==> src/rtl/iterative_divider_if.sv <==
// Request/response bundle for the iterative divider: operands and start go
// in; busy, the done pulse and the held results come back.
interface iterative_divider_if #(
    parameter int WIDTH = 64
);
    logic             start;
    logic             is_signed;
    logic [WIDTH-1:0] dividend;
    logic [WIDTH-1:0] divisor;
    logic             busy;
    logic             done;
    logic [WIDTH-1:0] quotient;
    logic [WIDTH-1:0] remainder;
    logic             div_by_zero;

    modport master (
        output start,
        output is_signed,
        output dividend,
        output divisor,
        input  busy,
        input  done,
        input  quotient,
        input  remainder,
        input  div_by_zero
    );

    modport slave (
        input  start,
        input  is_signed,
        input  dividend,
        input  divisor,
        output busy,
        output done,
        output quotient,
        output remainder,
        output div_by_zero
    );
endinterface

==> src/rtl/iterative_divider.sv <==
// Sequential restoring divider for UDIV/SDIV. Operands are reduced to
// magnitudes on acceptance, one quotient bit is produced per clock in RUN,
// and the signs are re-applied in the single FIX cycle. A zero divisor skips
// RUN and goes straight to FIX with the quotient forced to zero and the raw
// dividend parked as the remainder.
module iterative_divider #(
    parameter int WIDTH = 64,
    parameter int CNT_W = 7
) (
    input  logic              clk,
    input  logic              reset,
    iterative_divider_if.slave bus
);

    typedef enum logic [1:0] {
        IDLE = 2'b00,
        RUN  = 2'b01,
        FIX  = 2'b10
    } state_t;

    localparam logic [CNT_W-1:0] CNT_LAST = CNT_W'(WIDTH - 1);
    localparam logic [CNT_W-1:0] CNT_ZERO = {CNT_W{1'b0}};
    localparam logic [CNT_W-1:0] CNT_ONE  = {{(CNT_W-1){1'b0}}, 1'b1};
    localparam logic [WIDTH-1:0] W_ZERO   = {WIDTH{1'b0}};
    localparam logic [WIDTH-1:0] W_ONE    = {{(WIDTH-1){1'b0}}, 1'b1};

    // Two's complement negation when neg is set; WIDTH-bit wrap-around, so the
    // most negative value maps onto itself, which is exactly its magnitude
    // when read as unsigned.
    function automatic logic [WIDTH-1:0] neg_if(input logic [WIDTH-1:0] v,
                                                input logic             neg);
        logic [WIDTH-1:0] r;
        if (neg) begin
            r = ~v + W_ONE;
        end else begin
            r = v;
        end
        return r;
    endfunction

    state_t           state_r;
    state_t           state_next_s;
    logic             accept_s;
    logic             iter_s;
    logic             fix_s;

    logic             div_zero_s;
    logic             a_neg_s;
    logic             b_neg_s;

    logic [CNT_W-1:0] cnt_r;
    logic [WIDTH-1:0] dvd_r;      // dividend magnitude, shifted out MSB first
    logic [WIDTH-1:0] dvs_r;      // divisor magnitude
    logic [WIDTH-1:0] p_r;        // partial remainder (always < divisor)
    logic [WIDTH-1:0] q_r;        // quotient magnitude, shifted in LSB first
    logic             q_neg_r;
    logic             r_neg_r;
    logic             zero_r;

    logic [WIDTH:0]   p_shift_s;  // WIDTH+1 bit trial value {P, next bit}
    logic             p_ge_s;
    logic [WIDTH-1:0] p_sub_s;

    logic             busy_r;
    logic             done_r;
    logic             dbz_r;
    logic [WIDTH-1:0] quotient_r;
    logic [WIDTH-1:0] remainder_r;

    assign div_zero_s = (bus.divisor == W_ZERO);
    assign a_neg_s    = bus.is_signed & bus.dividend[WIDTH-1];
    assign b_neg_s    = bus.is_signed & bus.divisor[WIDTH-1];

    // The difference fits in WIDTH bits whenever the trial value is >= the
    // divisor, so the low WIDTH bits of the subtraction are exact.
    assign p_shift_s  = {p_r, dvd_r[WIDTH-1]};
    assign p_ge_s     = (p_shift_s >= {1'b0, dvs_r});
    assign p_sub_s    = p_shift_s[WIDTH-1:0] - dvs_r;

    assign bus.busy        = busy_r;
    assign bus.done        = done_r;
    assign bus.div_by_zero = dbz_r;
    assign bus.quotient    = quotient_r;
    assign bus.remainder   = remainder_r;

    // State register; reset discards any operation in flight.
    always_ff @(posedge clk) begin
        if (reset) begin
            state_r <= IDLE;
        end else begin
            state_r <= state_next_s;
        end
    end

    // Next-state decode and per-cycle datapath strobes.
    always_comb begin
        state_next_s = state_r;
        accept_s     = 1'b0;
        iter_s       = 1'b0;
        fix_s        = 1'b0;
        case (state_r)
            IDLE: begin
                if (bus.start) begin
                    accept_s = 1'b1;
                    if (div_zero_s) begin
                        state_next_s = FIX;
                    end else begin
                        state_next_s = RUN;
                    end
                end else begin
                    state_next_s = IDLE;
                end
            end
            RUN: begin
                iter_s = 1'b1;
                if (cnt_r == CNT_ZERO) begin
                    state_next_s = FIX;
                end else begin
                    state_next_s = RUN;
                end
            end
            FIX: begin
                fix_s        = 1'b1;
                state_next_s = IDLE;
            end
            default: begin
                state_next_s = IDLE;
            end
        endcase
    end

    // Operand capture, shift-subtract iterations and sign-corrected results.
    always_ff @(posedge clk) begin
        if (reset) begin
            cnt_r       <= CNT_ZERO;
            dvd_r       <= W_ZERO;
            dvs_r       <= W_ZERO;
            p_r         <= W_ZERO;
            q_r         <= W_ZERO;
            q_neg_r     <= 1'b0;
            r_neg_r     <= 1'b0;
            zero_r      <= 1'b0;
            busy_r      <= 1'b0;
            done_r      <= 1'b0;
            dbz_r       <= 1'b0;
            quotient_r  <= W_ZERO;
            remainder_r <= W_ZERO;
        end else begin
            done_r <= 1'b0;
            if (accept_s) begin
                dvd_r  <= neg_if(bus.dividend, a_neg_s);
                dvs_r  <= neg_if(bus.divisor, b_neg_s);
                q_r    <= W_ZERO;
                cnt_r  <= CNT_LAST;
                zero_r <= div_zero_s;
                busy_r <= 1'b1;
                dbz_r  <= 1'b0;
                if (div_zero_s) begin
                    // Park the untouched dividend so FIX returns it as-is.
                    p_r     <= bus.dividend;
                    q_neg_r <= 1'b0;
                    r_neg_r <= 1'b0;
                end else begin
                    p_r     <= W_ZERO;
                    q_neg_r <= a_neg_s ^ b_neg_s;
                    r_neg_r <= a_neg_s;
                end
            end else if (iter_s) begin
                if (p_ge_s) begin
                    p_r <= p_sub_s;
                end else begin
                    p_r <= p_shift_s[WIDTH-1:0];
                end
                q_r   <= {q_r[WIDTH-2:0], p_ge_s};
                dvd_r <= {dvd_r[WIDTH-2:0], 1'b0};
                if (cnt_r != CNT_ZERO) begin
                    cnt_r <= cnt_r - CNT_ONE;
                end else begin
                    cnt_r <= CNT_ZERO;
                end
            end else if (fix_s) begin
                quotient_r  <= neg_if(q_r, q_neg_r);
                remainder_r <= neg_if(p_r, r_neg_r);
                dbz_r       <= zero_r;
                done_r      <= 1'b1;
                busy_r      <= 1'b0;
            end else begin
                busy_r <= busy_r;
            end
        end
    end

endmodule

==> src/flat_wrapper.sv <==
// flat-port wrapper written by rule: the top's interface ports become plain ports
module iterative_divider_flat 
#(
    parameter int WIDTH = 64,
    parameter int CNT_W = 7
)
  (clk, reset, bus_start, bus_is_signed, bus_dividend, bus_divisor, bus_busy, bus_done, bus_quotient, bus_remainder, bus_div_by_zero);
  iterative_divider_if #(.WIDTH(WIDTH)) bus_i ();
  input  logic clk;
  input  logic reset;
  input wire logic [$bits(bus_i.start)-1:0] bus_start;
  input wire logic [$bits(bus_i.is_signed)-1:0] bus_is_signed;
  input wire logic [$bits(bus_i.dividend)-1:0] bus_dividend;
  input wire logic [$bits(bus_i.divisor)-1:0] bus_divisor;
  output wire logic [$bits(bus_i.busy)-1:0] bus_busy;
  output wire logic [$bits(bus_i.done)-1:0] bus_done;
  output wire logic [$bits(bus_i.quotient)-1:0] bus_quotient;
  output wire logic [$bits(bus_i.remainder)-1:0] bus_remainder;
  output wire logic [$bits(bus_i.div_by_zero)-1:0] bus_div_by_zero;
  assign bus_i.start = bus_start;
  assign bus_i.is_signed = bus_is_signed;
  assign bus_i.dividend = bus_dividend;
  assign bus_i.divisor = bus_divisor;
  assign bus_busy = bus_i.busy;
  assign bus_done = bus_i.done;
  assign bus_quotient = bus_i.quotient;
  assign bus_remainder = bus_i.remainder;
  assign bus_div_by_zero = bus_i.div_by_zero;
  iterative_divider #(.WIDTH(WIDTH), .CNT_W(CNT_W)) u_core (.clk(clk), .reset(reset), .bus(bus_i));
endmodule
==> config.mk <==
export PLATFORM = sky130hd
export DESIGN_NAME = iterative_divider_flat
export DESIGN_NICKNAME = d
export VERILOG_FILES = /design/src/rtl/iterative_divider_if.sv /design/src/rtl/iterative_divider.sv /design/src/flat_wrapper.sv
export SDC_FILE = /design/constraint.sdc
export NUM_CORES = 1
export LEC_CHECK = 0
export BUFFER_PORTS_ARGS = -buffer_cell sky130_fd_sc_hd__buf_4
export CAP_MARGIN = 20
export CORE_UTILIZATION = 52
export CTS_CLUSTER_DIAMETER = 60
export CTS_CLUSTER_SIZE = 30
export DETAILED_ROUTE_END_ITERATION = 8
export GPL_TIMING_DRIVEN = 0
export PLACE_DENSITY = 0.72
export SYNTH_ARGS = -nofsm -noshare
export SYNTH_HDL_FRONTEND = slang
export SYNTH_SLANG_ARGS = --single-unit
==> constraint.sdc <==
create_clock -name clk -period 4.5 [get_ports clk]
set_clock_uncertainty 0.15 [all_clocks]
set_input_delay 0.225 -clock clk [delete_from_list [all_inputs] [get_ports clk]]
set_output_delay 0.225 -clock clk [all_outputs]
set_load 0.03 [all_outputs]
After elaboration in Yosys (flattened, before gate mapping)
Cells that the tools add are included.
{"block": "classes", "eq_ne": 3, "addsub": 6, "bitwise": 9, "mux": 27, "reduce_logical": 11, "magnitude_cmp": 1}
{"cell": "64-bit two-way mux", "n": 10}
{"cell": "64-bit by 1-bit adder with 64-bit output, second input constant", "n": 4}
{"cell": "64-bit inverter", "n": 4}
{"cell": "65-bit by 64-bit >= comparator with 1-bit output", "n": 1}
{"cell": "64-bit logical NOT", "n": 1}
{"cell": "64-bit subtractor", "n": 1}
{"cell": "6-bit two-way mux", "n": 2}
{"cell": "1-bit two-way mux", "n": 10}
{"cell": "7-bit logical NOT", "n": 1}
{"cell": "7-bit two-way mux", "n": 1}
{"cell": "7-bit nonzero test", "n": 1}
{"cell": "7-bit by 1-bit subtractor with 7-bit output, second input constant", "n": 1}
{"cell": "2-bit two-way mux", "n": 3}
{"cell": "2-bit one-hot mux with 2 select lines", "n": 1}
{"cell": "2-bit AND reduction", "n": 2}
{"cell": "2-bit nonzero test", "n": 2}
{"cell": "3-bit AND reduction", "n": 1}
{"cell": "3-bit OR reduction", "n": 1}
{"cell": "1-bit AND", "n": 2}
{"cell": "2-bit by 1-bit equality test with 1-bit output, second input constant", "n": 1}
{"cell": "2-bit equality test, second input constant", "n": 1}
{"cell": "2-bit logical NOT", "n": 1}
{"cell": "2-bit by 1-bit inequality test with 1-bit output, second input constant", "n": 1}
{"cell": "1-bit inverter", "n": 2}
{"cell": "other kinds (2)", "n": 2}
{"block": "word_totals", "input_bits": 132, "word_cells": 72, "reg_bits": 399}

Logic depth before layout (Yosys ltp)
Gate-level depths: netlist of run 1.
{"block": "depth", "ltp_word": 5, "ltp_mapped": 15}

Worst setup path before layout of run 1
Ideal clock, no wire load.
{"block": "synth_path", "kind": "reg-to-reg", "from": "register u_core.dvs_r[47]", "to": "register u_core.p_r[46]", "synth_period_minus_slack_ns": 3.710, "arrival_time_ns": 3.469, "required_time_ns": 4.259, "path_stages_with_launch": 15, "path_slack_ns": 0.790, "path_buffers": 3, "cell_sequence": "dfxtp_1 > inv_1 > ha_1 > clkbuf_1 > nand4_1 > or2_2 > nor2_1 > nand2_1 > nor2_1 > a311oi_1 > o31ai_1 > clkbuf_1 > clkbuf_1 > nand3_1 > a311oi_1"}
{"block": "synth_via", "elab_chain_len": 4}
{"element": "from (decl)", "line_no": "iterative_divider.sv:53", "source": "logic [WIDTH-1:0] dvs_r;"}
{"element": "from (signal assigned)", "line_no": "iterative_divider.sv:152", "source": "dvs_r <= neg_if(bus.divisor, b_neg_s);"}
{"element": "65-bit by 64-bit >= comparator with 1-bit output", "line_no": "iterative_divider.sv:77", "source": "assign p_ge_s = (p_shift_s >= {1'b0, dvs_r});"}
{"element": "64-bit two-way mux", "line_no": "iterative_divider.sv:169", "source": "if (p_ge_s) begin"}
{"element": "64-bit two-way mux", "line_no": "iterative_divider.sv:168", "source": "end else if (iter_s) begin"}
{"element": "64-bit two-way mux", "line_no": "iterative_divider.sv:150", "source": "if (accept_s) begin"}
{"element": "to (signal assigned)", "line_no": "iterative_divider.sv:160", "source": "p_r <= bus.dividend;"}
{"element": "to (signal assigned)", "line_no": "iterative_divider.sv:170", "source": "p_r <= p_sub_s;"}
{"element": "to (signal assigned)", "line_no": "iterative_divider.sv:172", "source": "p_r <= p_shift_s[WIDTH-1:0];"}
{"element": "to (decl)", "line_no": "iterative_divider.sv:54", "source": "logic [WIDTH-1:0] p_r;"}
No other way between the ends. The select of a mux whose other input is x is not followed.
A chain may end at the register's enable or synchronous reset.

Final worst setup path of run 1
{"block": "layout_path", "from": "register u_core.p_r[60]", "to": "register u_core.p_r[39]"}
{"block": "layout_via", "elab_chain_len": 4}
{"element": "65-bit by 64-bit >= comparator with 1-bit output", "line_no": "iterative_divider.sv:77"}
{"element": "64-bit two-way mux", "line_no": "iterative_divider.sv:169"}
{"element": "64-bit two-way mux", "line_no": "iterative_divider.sv:168"}
{"element": "64-bit two-way mux", "line_no": "iterative_divider.sv:150"}
No other way between the ends. The select of a mux whose other input is x is not followed.

==> results.md, run 1 <==
* Outcome: finished clean
* Worst-Skew Late Latency at 0.60 ns
* Post-route setup slack at 0.0277 ns
* Synthesis-to-layout area growth at 22.7%
* Worst Setup SP: u_core.p_r[60]
* Final period util at 99.4%
* Multiplexer share of the synthesized area at 1.61%
* CTS sink count at 399
* Reg2reg path depth at 14
* Final wirelength at 101 mm
* XOR/XNOR share of the synthesized area at 10.2%
* IO Pins at 263
* CP endpoint: u_core.p_r[39]
* Pre-CTS setup slack at -0.562 ns
* Drt first pass iters at 9
* Most common flop cell mapped by yosys: dfxtp_1
* Commonest non-fill, non-tap cell in the layout: dfxtp_1
* Synth Cell Area at 24500 um^2
* CTS tree: yes
* Die Ht at 219 um
* RSZ-0062 raised after global routing: yes
* Startpoint types: flop
* Placed cell count at 4093
* CTS root buf: clkbuf_16
* Vias/cell at 6.24
* Overall global routing resource usage at 40.9%
* Largest family of logic cells by synthesized area: compound AO/OA/AOI/OAI gates
* Post-route ant nets at 0
* Largest net degree at the start of global routing at 27
* Number of distinct library cells after synthesis at 77
* Seq/Total Area, Yosys at 32.6%
* CTS H-Tree Depth at 2
* Dpl hpwl at 77.7 mm
* Post-synthesis adder-cell area fraction at 3.61%
* Slowest CP cell: a2111oi_0
* Final GP Congestion at 1.07
* Number of global-route vias before repair at 25600
* Die width at 219 um
* CORE AREA at 46500 um^2
* CTS clk-pin slew, worst paths at 0.10 ns
* Clock buffer count from CTS at 36
* Crit path kind: flop to flop
* IO Port Bufs at 261
* Arr. time, crit path at 4.78 ns
* Crit Path Max Fanout at 10
* Crit. End Element: flop
* Internal reg-to-reg setup slack at 0.03 ns
* Mapped Cells at 3224
* Relative slew slack at 23.1%
* Critical path required time at 4.80 ns
* Syn Nets at 3426
* Vias at 26900
* YS warnings at 0
* FF-to-FF End: u_core.p_r[39]
* Cell Count, Final, Fillers Out at 4301
* Initial antenna violation count at 9
* Clock Tree Buf Depth at 3
* Number of setup violations in the final report at 0
* MaxCap Viol Count at 0
* DRC at 0
* Initial Util at 52.7%
* Most frequent cells in the layout: dfxtp_1 (398), nand2_1 (394), a21oi_1 (370)
* Fin. Hold Viols at 0
* Fin. max-slew vios at 0
* Simple-gate share of the synthesized area at 19.8%
* Max VDD drop at 0.357 mV
* Die ar. at 47900 um^2
* HP Class: input pin to flop
* WL per Instance at 23.5 um
* Minimum clock period at 4.47 ns
* Synthesized flop and latch total at 399
* Total Power at 14000 uW
* Power per Cell Area at 467 nW/um^2
* Synth Area in Compound Gates at 27.1%
* Crit-path max cell delay at 0.66 ns
* Final-stage net count at 3867
* Crit-path cells: ha_1 -> clkbuf_1 -> nand4b_1 -> nor2_1 -> nor4b_1 -> nand4_1 -> nor2_1 -> a2111oi_0 -> o31ai_2 -> buf_4 -> clkbuf_2 -> o31ai_1 -> o21ai_0 -> a2111oi_0
* Worst slew pin tran at 1.15 ns
* Row cnt at 79
* Initial DRC Count at 2825
* Gr ovfl total at 0
* FFs w/ async S/R, synth at 0%
* Syn_area_per_cell at 7.59 um^2
* R2R Path Start: u_core.p_r[60]
* Fmax achieved at 224 MHz
* Post-synth EDFFs at 0
* Fraction of layout cells with a size suffix above 1 at 10.8%
* First-pass GRT wire length at 150 mm
* LEAKAGE at 0.0115 uW
==> registers in the layout, indices dropped and copies added, names as in the netlist <==
signal                  cells
u_core.bus.quotient        64
u_core.bus.remainder       64
u_core.dvd_r               64
u_core.dvs_r               64
u_core.p_r                 64
u_core.q_r                 64
u_core.cnt_r                7
u_core.state_r              2
u_core.bus.busy             1
u_core.bus.div_by_zero      1
u_core.bus.done             1
u_core.q_neg_r              1
u_core.r_neg_r              1
u_core.zero_r               1
==> cell type report <==
cell class                 count  area (um^2)
buffer                       224          856
tap                          607          759
timing repair buffer         405         3400
inverter                     102          383
fill                        4098        16400
sequential                   399         7990
clock inverter                25          367
clock buffer                  38          918
antenna                        4         10.0
multi-input combinational   2497        15300
==> metrics by stage <==
step                area (um^2)  util (%)  hold slack (ns)  setup TNS [ns]
floorplan                 24500         -            0.211               0
global placement          27200      58.5            0.289          -66.81
detailed placement        27200      58.5            0.296          -13.60
CTS                       29900      64.4          0.00369               0
global route              30000      64.6           0.0557         -0.0255
finish                    30000      64.6           0.0306               0
==> routing by layer <==
metal | vias to the layer above | GRT usage, % | part of all wire [%]
li1 | 12400 | - | -
met3 | 326 | 8.62 | 9.1
met5 | - | 0 | 0.041
met1 | 12700 | 50.7 | 40
met4 | 6 | 22.4 | 5.7
met2 | 1386 | 66.2 | 45
==> worst max-delay path: cells and delay by family (launching register included) <==
family	cells	cell delay [ns]
adder cells (fa/ha/maj)	1	0.31
buffers and inverters	3	0.67
flip-flops	1	0.63
AND/OR/NAND/NOR	5	0.86
AO/OA/AOI/OAI	5	1.68
==> repair_timing <==
action                                  CTS  global route
buffers inserted                          0             2
hold endpoints to repair                160             0
resized for setup                        12            20
pin swaps                                 0             2
endpoints found under the setup margin   41            29
cloned                                    0             0
hold buffers                            139             0
==> where the power goes <==
group / leakage (uW) / internal (uW) / total (uW) / switching [uW]
registers: 0.00326 / 3840 / 4330 / 496
logic: 0.00758 / 2290 / 6270 / 3980
clock network: 0.000622 / 1690 / 3420 / 1730
total: 0.0115 / 7810 / 14000 / 6210
==> cells by family after synthesis <==
family,count (synthesis)
AND/OR/NAND/NOR,1067
AO/OA/AOI/OAI,1036
adder cells (fa/ha/maj),70
buffers and inverters,328
flip-flops,399
XOR/XNOR,285
multiplexers,39
==> synth_stat cells (14+ instances only) <==
library cell  count  share of area, %
o31ai_1          49               1.5
clkbuf_1        207               3.2
xnor2_1         137               4.9
ha_1             69               3.5
nor3_1           64               1.3
xor2_1          148               5.3
a311oi_1         16              0.57
a221oi_1         17              0.61
nor2_1          344               5.3
nand2b_1         22              0.56
or2_2            14              0.36
nand4_1          33              0.84
nand2_1         394               6.0
o21ai_0         181               3.7
or4_1            21              0.64
or3_1            45               1.2
dfxtp_1         399                33
o221ai_1         56               2.0
nand3_1          27              0.55
buf_1            14              0.21
a21oi_1         372               7.6
inv_1           102               1.6
o21a_1           18              0.55
nor4_1           32              0.82
a211oi_1        158               4.8
o41ai_1          37               1.3
a21o_1           41               1.3
mux2i_1          36               1.5
==> worst min path at each step <==
stage                     slack (ns)        startpoint  cells after the start               end
after floorplan                 0.21    bus_divisor[0]                      2   u_core.dvs_r[0]
after global placement          0.29  u_core.dvd_r[38]                      2  u_core.dvd_r[38]
after detailed placement        0.30  u_core.dvd_r[43]                      2  u_core.dvd_r[43]
after CTS                      0.004   bus_divisor[51]                      5  u_core.dvs_r[53]
after global routing            0.06         bus_start                      4   u_core.cnt_r[0]
final                           0.03   bus_divisor[12]                      5  u_core.dvs_r[14]
Power figures use the tool's default switching activity.
==> run 2: changes to the inputs <==
--- a/config.mk
+++ b/config.mk
@@ -13,3 +13,3 @@
 export DETAILED_ROUTE_END_ITERATION = 8
-export GPL_TIMING_DRIVEN = 0
+export GPL_TIMING_DRIVEN = 1
 export PLACE_DENSITY = 0.72
--- a/constraint.sdc
+++ b/constraint.sdc
@@ -4,2 +4,2 @@
 set_output_delay 0.225 -clock clk [all_outputs]
-set_load 0.03 [all_outputs]
+set_load 0.005 [all_outputs]
==> results.md, run 2 (same netlist as run 1, synthesis figures left out) <==
* Internal power at 7910 uW (was 7810 uW)
* IO Port Bufs at 262 (was 261)
* Clock Power Share at 24.5% (was 24.4%)
* Synthesis-to-layout area growth at 21.2% (was 22.7%)
* Slowest CP cell: dlygate4sd3_1 (was a2111oi_0)
* Crit. End Element: flop (unchanged)
* Fin. Hold Viols at 0 (unchanged)
* Power per Cell Area at 463 nW/um^2 (was 467 nW/um^2)
* Crit Path Max Fanout at 6 (was 10)
* Number of setup violations in the final report at 0 (unchanged)
* LEAKAGE at 0.0115 uW (about the same)
* Final wirelength at 86.5 mm (was 101 mm)
* Initial antenna violation count at 1 (was 9)
* CTS H-Tree Depth at 2 (unchanged)
* Placed cell count at 3921 (was 4093)
* Die ar. at 47900 um^2 (unchanged)
* Vias/cell at 6.16 (was 6.24)
* Vias at 25500 (was 26900)
* Cell Count, Final, Fillers Out at 4135 (was 4301)
* Dpl hpwl at 61.8 mm (was 77.7 mm)
* Pre-CTS setup slack at -0.0220 ns (was -0.562 ns)
* Drt first pass iters at 6 (was 9)
* Commonest non-fill, non-tap cell in the layout: dfxtp_1 (unchanged)
* Crit path kind: input pin to flop (was flop to flop)
* Relative slew slack at 29.0% (was 23.1%)
* Sw frac at 42.4% (was 44.3%)
* CORE AREA at 46500 um^2 (unchanged)
* Final-stage net count at 3699 (was 3867)
* CTS clk-pin slew, worst paths at 0.08 ns (was 0.10 ns)
* GR peak layer: met2 (unchanged)
* Startpoint types: input pin (was flop)
* Total Power at 13700 uW (was 14000 uW)
* Row cnt at 79 (unchanged)
* Overall global routing resource usage at 35.2% (was 40.9%)
* Arr. time, crit path at 4.66 ns (was 4.78 ns)
* Worst-Skew Late Latency at 0.60 ns (about the same)
* Gr ovfl total at 0 (unchanged)
* Met3 Track Usage GR at 6.25% (was 8.62%)
* MaxCap Viol Count at 0 (unchanged)
* CTS tree: yes (unchanged)
* CTS root buf: clkbuf_16 (unchanged)
* Max VDD drop at 0.349 mV (was 0.357 mV)
* First-pass GRT wire length at 133 mm (was 150 mm)
* Fraction of layout cells with a size suffix above 1 at 12.5% (was 10.8%)
* Met1 usage at 49.6% (was 50.7%)
* Die Ht at 219 um (unchanged)
* HP Class: input pin to flop (unchanged)
* WL per Instance at 20.9 um (was 23.5 um)
* M2 GR Usage at 53.6% (was 66.2%)
* Crit-path max cell delay at 0.59 ns (was 0.66 ns)
* Die width at 219 um (unchanged)
* DRC at 0 (unchanged)
* Largest net degree at the start of global routing at 166 (was 27)
* Register share of total power at 31.1% (was 30.9%)
* Final period util at 95.9% (was 99.4%)
* Comb pwr share at 44.4% (was 44.7%)
* Critical path required time at 4.85 ns (was 4.80 ns)
* Fmax achieved at 232 MHz (was 224 MHz)
* Initial DRC Count at 2731 (was 2825)
* Post-route setup slack at 0.186 ns (was 0.0277 ns)
* Post-route ant nets at 0 (unchanged)
* Clock Tree Buf Depth at 3 (unchanged)
* Outcome: finished clean (unchanged)
* Crit-path cells: dlygate4sd3_1 -> buf_4 -> or4_1 -> or3_1 -> or4_1 -> or2_1 -> or3_4 -> nor3_4 -> nand2_2 -> o21ai_1 -> nand3_1 -> dlygate4sd3_1 -> a311oi_1 (was ha_1 -> clkbuf_1 -> nand4b_1 -> nor2_1 -> nor4b_1 -> nand4_1 -> nor2_1 -> a2111oi_0 -> o31ai_2 -> buf_4 -> clkbuf_2 -> o31ai_1 -> o21ai_0 -> a2111oi_0)
* Worst slew pin tran at 1.07 ns (was 1.15 ns)
* Clock buffer count from CTS at 37 (was 36)
* CTS sink count at 399 (unchanged)
* Most frequent cells in the layout: dfxtp_1 (397), nand2_1 (392), a21oi_1 (372) (was dfxtp_1 (398), nand2_1 (394), a21oi_1 (370))
* P_sw at 5820 uW (was 6210 uW)
* Fin util at 63.8% (was 64.6%)
* Final GP Congestion at 0.982 (was 1.07)
* Number of global-route vias before repair at 23400 (was 25600)
* Initial Util at 52.7% (unchanged)
* Minimum clock period at 4.31 ns (was 4.47 ns)
* Fin. max-slew vios at 0 (unchanged)
* IO Pins at 263 (unchanged)
==> run 2: cell types whose count changed in the layout (fill, tap and decap cells not counted), moves of 5 or more <==
cell,previous run,this run
clkbuf_1,200,1
buf_4,264,312
buf_1,13,0
clkbuf_2,7,0
buf_12,0,6
buf_2,5,0
==> run 2: worst max-delay path, delay by kind of cell <==
family	cells	cell delay, ns
AOI/OAI and AO/OA	2	0.42
and+or+nand+nor	8	2.66
buffers and inverters	3	1.34
==> run 2: timing repair <==
| item | 4_1_cts | 5_1_grt |
|---|---|---|
| setup endpoints to repair | 1 | 7 |
| hold buffers | 141 | 0 |
| pin swaps | 0 | 1 |
| setup buffers | 0 | 3 |
| hold endpoints to repair | 196 | 0 |
| gates resized for setup | 1 | 5 |
==> run 2: power groups by stage <==
stage	clock (uW)	combinational (uW)	sequential, uW
6_report	3370	6100	4270
5_1_grt	3540	6590	4300
4_1_cts	3410	5920	4240
3_5_place_dp	0	5780	4320
3_3_place_gp	0	5780	4300
2_1_floorplan	0	4010	4160
==> run 2: worst paths after layout <==
kind              slack (ns)  cells after the start             start               end
hold reg to reg         0.30                      2  u_core.dvs_r[29]  u_core.dvs_r[29]
hold / removal          0.03                      4  bus_dividend[60]  u_core.dvd_r[60]
setup / recovery        0.19                     13  bus_dividend[23]  u_core.dvd_r[63]
setup reg to reg        0.25                     13    u_core.p_r[11]    u_core.p_r[22]
==> run 2: final cells by class <==
type                       count  area [um^2]
fill                        4080        16800
timing repair buffer         460         3890
inverter                     102          383
clock inverter                26          285
tap                          607          759
clock buffer                  42         1010
antenna                        2         5.00
multi-input combinational   2497        15300
sequential                   399         7990
==> run 2: metal layers <==
metal / wire (um) / up-vias
met5: 0 / -
met4: 3030 / 0
met3: 7910 / 166
met2: 37500 / 1193
met1: 38000 / 12000
li1: - / 12100
==> run 2: stage by stage <==
step	hold slack (ns)	setup TNS, ns	cell area (um^2)
5_1_grt	0.0487	-0.0547	29600
4_1_cts	0.00358	0	29600
2_1_floorplan	0.211	0	24500
6_report	0.0348	0	29700
3_3_place_gp	0.289	-0.196	26900
3_5_place_dp	0.294	-0.0220	26900
